$ cat src/rtl/router_port_arbiter_if.sv
// Handshake bundle between the five requesting sources and one output-port arbiter.
interface router_port_arbiter_if #(
  parameter int NUM_REQ   = 5,
  parameter int IDX_WIDTH = 3
);
  logic [NUM_REQ-1:0]   request;
  logic                 portEnable;
  logic [NUM_REQ-1:0]   grant;
  logic                 grantValid;
  logic [IDX_WIDTH-1:0] grantIndex;
  logic                 transferValid;
  logic                 busy;

  modport master (
    output request, portEnable,
    input  grant, grantValid, grantIndex, transferValid, busy
  );

  modport slave (
    input  request, portEnable,
    output grant, grantValid, grantIndex, transferValid, busy
  );
endinterface

$ cat src/rtl/router_port_arbiter.sv
// Round-robin arbiter for one router output port: bounded bursts per grant and
// same-edge re-arbitration on release so consecutive grants have no bubble.
module router_port_arbiter #(
  parameter int NUM_REQ   = 5,
  parameter int MAX_BURST = 4,
  parameter int IDX_WIDTH = 3
) (
  input  logic                   clk,
  input  logic                   reset,
  router_port_arbiter_if.slave   bus
);

  typedef enum logic {S_IDLE, S_GRANT} state_t;

  state_t               state_q, state_d;
  logic [NUM_REQ-1:0]   grant_q, grant_d;
  logic [IDX_WIDTH-1:0] idx_q, idx_d;
  logic [IDX_WIDTH-1:0] ptr_q, ptr_d;
  logic [3:0]           cnt_q, cnt_d;

  logic                 xfer;
  logic                 release_now;
  logic                 win_found;
  logic [IDX_WIDTH-1:0] win_idx;
  logic [IDX_WIDTH-1:0] search_ptr;

  function automatic logic [IDX_WIDTH-1:0] wrap_inc(input logic [IDX_WIDTH-1:0] c);
    return (c == IDX_WIDTH'(NUM_REQ - 1)) ? '0 : c + 1'b1;
  endfunction

  // First set request bit at or after start, wrapping modulo NUM_REQ.
  function automatic logic [IDX_WIDTH:0] pick(input logic [NUM_REQ-1:0]   req,
                                              input logic [IDX_WIDTH-1:0] start);
    logic                 found;
    logic [IDX_WIDTH-1:0] idx;
    logic [IDX_WIDTH-1:0] c;
    found = 1'b0;
    idx   = '0;
    c     = start;
    for (int i = 0; i < NUM_REQ; i++) begin
      if (!found && req[c]) begin
        found = 1'b1;
        idx   = c;
      end
      c = wrap_inc(c);
    end
    return {found, idx};
  endfunction

  always_ff @(posedge clk) begin
    if (!reset) begin
      state_q <= S_IDLE;
      grant_q <= '0;
      idx_q   <= '0;
      ptr_q   <= '0;
      cnt_q   <= '0;
    end else begin
      state_q <= state_d;
      grant_q <= grant_d;
      idx_q   <= idx_d;
      ptr_q   <= ptr_d;
      cnt_q   <= cnt_d;
    end
  end

  assign xfer        = (|grant_q) & bus.request[idx_q] & bus.portEnable;
  assign release_now = !bus.request[idx_q] || (xfer && cnt_q == 4'(MAX_BURST - 1));
  // On release the search restarts just past the outgoing winner.
  assign search_ptr  = (state_q == S_GRANT) ? wrap_inc(idx_q) : ptr_q;
  assign {win_found, win_idx} = pick(bus.request, search_ptr);

  always_comb begin
    state_d = state_q;
    grant_d = grant_q;
    idx_d   = idx_q;
    ptr_d   = ptr_q;
    cnt_d   = cnt_q;
    case (state_q)
      S_IDLE: begin
        if (win_found && bus.portEnable) begin
          state_d = S_GRANT;
          grant_d = NUM_REQ'(1) << win_idx;
          idx_d   = win_idx;
          cnt_d   = '0;
        end
      end
      S_GRANT: begin
        if (release_now) begin
          ptr_d = search_ptr;
          cnt_d = '0;
          if (win_found && bus.portEnable) begin
            grant_d = NUM_REQ'(1) << win_idx;
            idx_d   = win_idx;
          end else begin
            state_d = S_IDLE;
            grant_d = '0;
            idx_d   = '0;
          end
        end else if (xfer) begin
          cnt_d = cnt_q + 4'd1;
        end
      end
      default: begin
        state_d = S_IDLE;
        grant_d = '0;
        idx_d   = '0;
      end
    endcase
  end

  always_comb begin
    bus.grant         = grant_q;
    bus.grantValid    = |grant_q;
    bus.grantIndex    = idx_q;
    bus.transferValid = xfer;
    bus.busy          = (state_q == S_GRANT);
  end

endmodule

$ cat src/flat_wrapper.sv
// flat-port wrapper written by rule: the top's interface ports become plain ports
module router_port_arbiter_flat 
#(
  parameter int NUM_REQ   = 5,
  parameter int MAX_BURST = 4,
  parameter int IDX_WIDTH = 3
)
  (clk, reset, bus_request, bus_portEnable, bus_grant, bus_grantValid, bus_grantIndex, bus_transferValid, bus_busy);
  router_port_arbiter_if #(.NUM_REQ(NUM_REQ), .IDX_WIDTH(IDX_WIDTH)) bus_i ();
  input  logic clk;
  input  logic reset;
  input wire logic [$bits(bus_i.request)-1:0] bus_request;
  input wire logic [$bits(bus_i.portEnable)-1:0] bus_portEnable;
  output wire logic [$bits(bus_i.grant)-1:0] bus_grant;
  output wire logic [$bits(bus_i.grantValid)-1:0] bus_grantValid;
  output wire logic [$bits(bus_i.grantIndex)-1:0] bus_grantIndex;
  output wire logic [$bits(bus_i.transferValid)-1:0] bus_transferValid;
  output wire logic [$bits(bus_i.busy)-1:0] bus_busy;
  assign bus_i.request = bus_request;
  assign bus_i.portEnable = bus_portEnable;
  assign bus_grant = bus_i.grant;
  assign bus_grantValid = bus_i.grantValid;
  assign bus_grantIndex = bus_i.grantIndex;
  assign bus_transferValid = bus_i.transferValid;
  assign bus_busy = bus_i.busy;
  router_port_arbiter #(.NUM_REQ(NUM_REQ), .MAX_BURST(MAX_BURST), .IDX_WIDTH(IDX_WIDTH)) u_core (.clk(clk), .reset(reset), .bus(bus_i));
endmodule
$ cat config.mk
export PLATFORM = sky130hd
export DESIGN_NAME = router_port_arbiter_flat
export DESIGN_NICKNAME = d
export VERILOG_FILES = /design/src/rtl/router_port_arbiter_if.sv /design/src/rtl/router_port_arbiter.sv /design/src/flat_wrapper.sv
export SDC_FILE = /design/constraint.sdc
export NUM_CORES = 1
export LEC_CHECK = 0
export BUFFER_PORTS_ARGS = -buffer_cell sky130_fd_sc_hd__buf_2
export CAP_MARGIN = 20
export CORE_MARGIN = 2
export CORE_UTILIZATION = 53
export DETAILED_ROUTE_END_ITERATION = 7
export GPL_ROUTABILITY_DRIVEN = 0
export PLACE_DENSITY = 0.76
export SYNTH_ARGS = -nofsm -noshare
export SYNTH_HDL_FRONTEND = slang
export SYNTH_SLANG_ARGS = --single-unit
$ cat constraint.sdc
create_clock -name clk -period 5.1 [get_ports clk]
set_clock_uncertainty 0.1 [all_clocks]
set_input_delay 0.765 -clock clk [delete_from_list [all_inputs] [get_ports clk]]
set_output_delay 0.765 -clock clk [all_outputs]
set_load 0.005 [all_outputs]
* Word level (Yosys, flattened, before mapping)
Index checks and enable logic that the tools add are counted.
** Storage, ports and cells
- Register bits after elaboration :: 16
- Input port bits :: 8
- Output and inout bits :: 11
- Word-level logic and storage cells :: 89
** Operators by class
- Add/sub/neg operators :: 6
- Magnitude comparators :: 6
- Equal/unequal tests :: 9
- Shifts and indexed selects :: 1
- Muxes and demuxes :: 43
- Bitwise logic cells :: 3
- Reduce and logical (&&, ||, !) cells :: 16
** Operator list (number)
- $mux W3 :: 14
- $lt A3 B4 Y1 const B :: 6
- $bmux W1 S3 :: 6
- $add A3 B1 Y3 const B :: 5
- $eq A3 B3 Y1 const B :: 5
- $mux W5 :: 3
- $mux W1 :: 13
- $mux W4 :: 3
- $pmux W5 S2 :: 1
- $pmux W4 S2 :: 1
- $logic_and A1 B1 Y1 :: 6
- $pmux W3 S2 :: 1
- $reduce_and A2 Y1 :: 3
- $logic_not A1 Y1 :: 5
- $reduce_or A5 Y1 :: 1
- $shl A1 B3 Y5 const A :: 1
- $add A4 B1 Y4 const B :: 1
- $eq A4 B2 Y1 const B :: 1
- $ne A3 B3 Y1 const B :: 1
- $and A1 B1 Y1 :: 2
- $ne A2 B1 Y1 const B :: 1
- $ne A2 B2 Y1 const B :: 1
- $pmux W1 S2 :: 1
- $logic_or A1 B1 Y1 :: 1
- $not A1 Y1 :: 1

* Longest topological paths before layout
Gate-level depths: netlist of the first run.
- Depth in word-level cells :: 22
- Mapped depth :: 22
- Gate-level depth less buffers :: 22

* Worst setup path before layout of the first run
Ideal clock, no wire load.
- Path type :: reg-to-reg
- From :: register u_core.idx_q[0], in the netlist u_core.bus.grantIndex[0]
- To :: register u_core.grant_q[1], in the netlist u_core.bus.grant[1]
- Setup time :: 0.117 ns
- Arrival time :: 4.738 ns
- Setup slack :: 0.145 ns
- Stages on the path, launching flop included :: 20
- Path buffers :: 1
- Path through :: dfxtp_1 -> inv_1 -> ha_1 -> mux2i_1 -> inv_1 -> ha_1 -> ha_1 -> o31ai_1 -> a41oi_2 -> o32ai_4 -> inv_1 -> ha_1 -> buf_2 -> nor4_1 -> o32ai_1 -> a2111o_1 -> a211oi_2 -> nand4b_4 -> and3b_1 -> a22o_1
** Between the ends
- Cells in the longest elaborated chain, start to end :: 22
- Elaborated cells between the ends (all ways) :: 60
** RTL lines
- start: declaration :: line router_port_arbiter.sv:17 : logic [IDX_WIDTH-1:0] idx_q, idx_d;
- start signal: assignment :: line router_port_arbiter.sv:60 : idx_q <= idx_d;
- $add A3 B1 Y3 / $eq A3 B3 Y1 (equally long branches) :: line router_port_arbiter.sv:28 : return (c == IDX_WIDTH'(NUM_REQ - 1)) ? '0 : c + 1'b1;
- $mux W3 * :: line router_port_arbiter.sv:28
- $mux W3 * :: line router_port_arbiter.sv:69 : assign search_ptr = (state_q == S_GRANT) ? wrap_inc(idx_q) : ptr_q;
- via u_core.search_ptr[1] :: line router_port_arbiter.sv:25 : logic [IDX_WIDTH-1:0] search_ptr;
- branches (longest 19 deep; another with $add A3 B1 Y3)
- end signal: assignment :: line router_port_arbiter.sv:59 : grant_q <= grant_d;
- end: declaration :: line router_port_arbiter.sv:16 : logic [NUM_REQ-1:0] grant_q, grant_d;
Mark *: on every way through the listed nets, which the timed path passes. The select of a mux whose other input is x is not followed.
A chain may end at the register's enable or synchronous reset.

* Final worst setup path of the first run
- From :: register u_core.idx_q[0], in the netlist u_core.bus.grantIndex[0]
- To :: register u_core.grant_q[1], in the netlist u_core.bus.grant[1]
** Between the ends
- Cells in the longest elaborated chain, start to end :: 22
- Elaborated cells between the ends (all ways) :: 60
** RTL lines
- branches (longest 22 deep; another with $add A3 B1 Y3)
Parallel ways; which one is timed is not known. The select of a mux whose other input is x is not followed.

==> run_results.csv, run 1 <==
group,metric,value,unit
setup_path,required,5180,ps
die,ioPinCount,19,
final_layout,layout-drive-gt1-share,26.5,%
final_layout,fin_area,2000,sq um
synth,yosysUniqueCellTypes,58,
setup_path,worstSetupEndpointType,"flop",
synth,ys_warn_count,0,
setup_path,slowest_delay,500,ps
routing,wl,4.30,mm
timing,tightestPinTransition,644,ps
routing,vias,1711,
synth,yosysSeqAreaShare,18.9,%
global_route,grt_max_degree,11,
place,dp_hpwl,3.32,mm
final_layout,diodes,0,
final_layout,seqCellArea,322,sq um
place,placed_cell_area,1880,sq um
die,die_height,60.5,microns
timing,slew_headroom,55.9,%
cts,cts_tree,"yes",
routing,drc_errors,0,
routing,ant_nets,0,
cts,htreeDepth,1,
cts,cts.clk_slew.worst_paths,90,ps
timing,slew_viol_final,0,
flow_run,maxCapViolations,0,
global_route,antenna_found_initial,0,
setup_path,cpMostUsedCell,"ha_1",
setup_path,crit_path_start_kind,"flop",
synth,synth_top_cell_area_share,18.9,%
synth,synth_enable_flop_cells,0,
setup_path,reg2reg_slack,230,ps
setup_path,worst-path-stages,18,
synth,netlist_area,1690,sq um
setup_path,r2r_cells,18,
synth,syn_nets,219,
hold_path,min_path_type,"flop to flop",
global_route,overflow,0,
global_route,grt.total_usage,24.6,%
global_route,grt_pass1_wl,6.86,mm
timing,max_freq,205,MHz
setup_path,path_buf_inv,2,
setup_path,path_cells,"buf_4 > ha_1 > or3b_4 > a31oi_4 > a21o_1 > ha_1 > o31ai_1 > a41oi_2 > o32ai_4 > inv_1 > ha_1 > nor4_4 > o32ai_1 > a2111o_1 > a211oi_4 > nand4b_4 > and3b_1 > a22o_1",
routing,routedWlPerCell,15.7,microns
hold_path,min_path_cells,1,
routing,drt_iter0_drc,103,
setup_path,critPathKind,"flop to flop",
synth,synth_area_leader_cell,"dfxtp_1",
cts,clk_latency,280,ps
timing,fin_crit,4870,ps
final_layout,final_nets,249,
die,start_util,55.4,%
global_route,grt_pass1_vias,1508,
final_layout,fillers,263,
synth,ys_seq_elements,16,
cts,cts-hold-fix-buffers,0,
final_layout,areaGrowthSynthToFinish,18.0,%
die,num_rows,20,
hold_path,min_from,"u_core.bus.grant[4]",
routing,via_per_inst,6.24,
outcome,status,"finished clean",
place,io_buffer_count,18,
cts,cts_root_buffer,"clkbuf_4",
cts,cts_buffers,3,
routing,dr.pass1.iters,6,
cts,cts_buffer_depth,2,
die,dieArea,3660,sq um
die,core_area,3050,sq um
setup_path,timing.rr.end,"u_core.bus.grant[1]",
cts,cts.sink_count,16,
timing,post-route-period-util,95.5,%
timing,setup_violations,0,
setup_path,cp_max_fo,9,
setup_path,rr_startpoint,"u_core.bus.grantIndex[0]",
timing,finalHoldViolCount,0,
synth,yosys-top-cells-area,"dfxtp_1, mux2i_1, ha_1",
setup_path,cp_slowest_cell,"a2111o_1",
setup_path,cp_top_family,"compound AO/OA/AOI/OAI gates",
synth,syn_area_per_cell,8.42,sq um
setup_path,cp.arrival,4950,ps
synth,synthFlopType,"dfxtp_1",
hold_path,hold_end,"u_core.bus.grant[4]",
synth,async_reset_ff_share,0,%
final_layout,layout_common_cells,"nand2_1, buf_2, dfxtp_1",
die,die_w,60.5,microns
synth,netlist_instances,201,
final_layout,multiInputGateArea,1350,sq um
-- cells in the mapped netlist, drive strengths merged (2+ instances only) --
cell type and number:
a211oi 6, a21o 5, a21oi 8, a22o 4
a31o 2, and2 3, buf 2, clkbuf 2
dfxtp 16, ha 10, inv 14, mux2 4
mux2i 13, mux4 2, nand2 18, nand2b 5
nand3 6, nand4 2, nand4b 2, nor2 10
nor2b 4, nor3 14, nor3b 2, o211a 2
o21ai 11, o22ai 2, o31ai 5, o32a 2
o32ai 4, or4 2, xor2 2
-- per-layer routing --
layer | vias up | track usage, % | part of all wire [%]
met1 | 804 | 35.1 | 45
met5 | - | 0 | 0
li1 | 828 | - | -
met4 | 0 | 7.76 | 1.8
met2 | 67 | 37.0 | 47
met3 | 12 | 5.33 | 6.0
-- area by class of cell --
cell class,count,share of cell area [%]
clock buffers,4,1.82
well taps,44,2.76
flip-flops and latches,16,16.1
inverters,14,2.63
repair buffers,29,9.28
multi-input cells,167,67.4
-- repair_timing --
action                     CTS  global route
setup endpoints to repair    3             9
buffers inserted             0             3
pin swaps                    0             1
gates resized for setup      1             9
-- worst reg2reg max path, cell delays in order (launching register included) --
cell and delay (ps):
dfxtp_1 320, buf_4 160, ha_1 210, or3b_4 440, a31oi_4 190, a21o_1 210, ha_1 200, o31ai_1 90
a41oi_2 270, o32ai_4 140, inv_1 90, ha_1 360, nor4_4 370, o32ai_1 150, a2111o_1 500, a211oi_4 320
nand4b_4 230, and3b_1 220, a22o_1 210
-- state kept, by name (all words and copies together), names as in the netlist --
signal / cells
u_core.bus.busy: 1
u_core.bus.grantIndex: 3
u_core.bus.grant: 5
u_core.cnt_q: 4
u_core.ptr_q: 3
-- metrics by stage --
step                util, %  cells  setup TNS, ps  hold WS [ps]  worst slack (ps)
floorplan                 -    201              0           371               145
global placement       61.5    267              0           381              97.3
detailed placement     61.5    267          -71.7           388             -38.6
CTS                    62.9    271              0           411              30.8
global route           65.4    274          -16.2           428             -16.2
finish                 65.4    274              0           400               231
-- cell families after synthesis --
logic type / Yosys count / share of synthesized area, %
flops: 16 / 18.9
buf+inv: 18 / 4.29
compound gates: 61 / 29.9
xor+xnor: 3 / 1.55
fa+ha+maj: 10 / 7.40
mux: 19 / 13.2
simple gates: 74 / 24.7
-- how the worst max path moves through the flow --
stage | start | to | slack [ps]
2_1_floorplan | u_core.bus.grantIndex[0] | u_core.bus.grant[1] | 150
3_3_place_gp | u_core.bus.grantIndex[1] | u_core.bus.grant[2] | 100
3_5_place_dp | u_core.bus.grantIndex[1] | u_core.bus.grant[1] | -40
4_1_cts | u_core.bus.grantIndex[1] | u_core.bus.grant[1] | 30
5_1_grt | u_core.bus.grantIndex[1] | u_core.bus.grant[1] | -20
6_report | u_core.bus.grantIndex[0] | u_core.bus.grant[1] | 230
Power of run 1 is not shown: default switching activity piles up to over one toggle a cycle in this logic, so the estimate is an artifact.
==> inputs of run 2 (changes only) <==
- PLACE_DENSITY: 0.76 -> 0.73
==> run 2 against run 1 <==
Against the previous run:
- global-route usage is 2.1 points higher
- hold slack better by 14 ps
- critical path type unchanged
- critical endpoint is now u_core.bus.grant[3]
- final area is 0.88% lower
- routed wire length is 7.1% higher
- non-clock buffer count is 1 higher
- maximum frequency is 0.66% lower
- flip-flop and latch count stayed put
- via count is 1.2% higher
==> run_results.csv, run 2 (synthesized netlist as in run 1, its figures left out) <==
group,metric,value,unit
global_route,grt.total_usage,26.7,%
routing,wl,4.60,mm
setup_path,cp_top_family,"compound AO/OA/AOI/OAI gates",
place,placed_cell_area,1880,sq um
setup_path,reg2reg_slack,200,ps
flow_run,maxCapViolations,0,
timing,slew_headroom,53.3,%
setup_path,r2r_cells,19,
setup_path,cp.arrival,4980,ps
setup_path,worstSetupEndpointType,"flop",
setup_path,cp_max_fo,8,
cts,cts_tree,"yes",
timing,post-route-period-util,96.1,%
setup_path,cpMostUsedCell,"ha_1",
routing,via_per_inst,6.32,
final_layout,diodes,0,
final_layout,final_nets,250,
routing,routedWlPerCell,16.8,microns
setup_path,slowest_delay,480,ps
final_layout,largest_reg_flops,5,
routing,vias,1731,
die,core_area,3050,sq um
cts,cts-hold-fix-buffers,0,
setup_path,crit_path_start_kind,"flop",
final_layout,fin_area,1980,sq um
place,io_buffer_count,18,
setup_path,path_buf_inv,3,
cts,cts_buffers,3,
die,start_util,55.4,%
timing,fin_crit,4900,ps
cts,cts_root_buffer,"clkbuf_4",
hold_path,min_path_type,"flop to flop",
cts,htreeDepth,1,
global_route,grt_max_degree,11,
final_layout,areaGrowthSynthToFinish,16.9,%
timing,tns,0,ps
cts,cts_buffer_depth,2,
hold_path,min_path_cells,1,
setup_path,path_cells,"buf_4 > ha_1 > or3b_4 > a31oi_4 > a21o_1 > ha_1 > o31ai_1 > a41oi_2 > o32ai_4 > inv_1 > ha_1 > buf_4 > nor3_1 > o32ai_1 > a2111o_1 > a211oi_4 > nand4b_4 > and3b_1 > a22o_1",
timing,tightestPinTransition,695,ps
timing,setup_violations,0,
setup_path,cp_slowest_cell,"a2111o_1",
timing,max_freq,204,MHz
place,dp_hpwl,3.57,mm
routing,drt_iter0_drc,109,
setup_path,required,5170,ps
die,num_rows,20,
final_layout,layoutNonFillerInstCount,274,
timing,grt_setup_unrepaired,"no",
setup_path,worst-path-stages,19,
die,die_w,60.5,microns
timing,slew_viol_final,0,
timing,finalHoldViolCount,0,
global_route,antenna_found_initial,0,
final_layout,utilization,64.8,%
global_route,overflow,0,
cts,cts.sink_count,16,
die,die_height,60.5,microns
final_layout,layout_common_cells,"nand2_1, buf_2, dfxtp_1",
die,dieArea,3660,sq um
final_layout,fillers,276,
die,ioPinCount,19,
cts,cts.clk_slew.worst_paths,80,ps
global_route,grt_pass1_vias,1583,
place,dp_cells,268,
routing,drc_errors,0,
outcome,status,"finished clean",
routing,dr.pass1.iters,4,
setup_path,critPathKind,"flop to flop",
cts,clk_latency,280,ps
global_route,grt_pass1_wl,7.49,mm
routing,ant_nets,0,
final_layout,layout-drive-gt1-share,26.5,%
-- run 2: worst reg2reg max path: stages (launching register included) --
cell      delay (ps)
dfxtp_1          320
buf_4            160
ha_1             210
or3b_4           440
a31oi_4          180
a21o_1           220
ha_1             220
o31ai_1          100
a41oi_2          260
o32ai_4          140
inv_1             90
ha_1             260
buf_4            180
nor3_1           310
o32ai_1          170
a2111o_1         480
a211oi_4         320
nand4b_4         220
and3b_1          210
a22o_1           200
-- run 2: repair_timing --
item | CTS | global route
resized for setup | 1 | 10
setup buffers | 0 | 3
pin swaps | 0 | 1
endpoints found under the setup margin | 1 | 12
-- run 2: metal layers --
layer	part of all wire, %	vias up	wire [microns]	GRT usage, %
met5	0	-	0	0
met4	0.087	0	4	1.24
met3	6.7	2	307	5.54
met2	47	88	2160	43.8
met1	46	814	2130	38.1
li1	-	827	-	-
-- run 2: area by class of cell --
class | count | area, sq um | area share (%)
tap | 44 | 55.1 | 2.78
timing repair buffer | 30 | 180 | 9.11
inverter | 14 | 52.6 | 2.66
sequential | 16 | 323 | 16.3
clock buffer | 3 | 22.5 | 1.14
multi-input combinational | 167 | 1350 | 68.0
-- run 2: through the flow --
| stage | setup slack (ps) | hold slack [ps] |
|---|---|---|
| finish | 199 | 414 |
| global route | 3.92 | 420 |
| CTS | 16.5 | 413 |
| detailed placement | 16.4 | 393 |
| global placement | 243 | 381 |
| floorplan | 145 | 371 |
-- run 2: final timing paths --
path	to	startpoint
min	u_core.bus.grant[4]	u_core.bus.grant[4]
max	u_core.bus.grant[3]	u_core.bus.grantIndex[0]
max reg2reg	u_core.bus.grant[3]	u_core.bus.grantIndex[0]
min reg2reg	u_core.bus.grant[4]	u_core.bus.grant[4]
Power of run 2 is left out for the same reason.
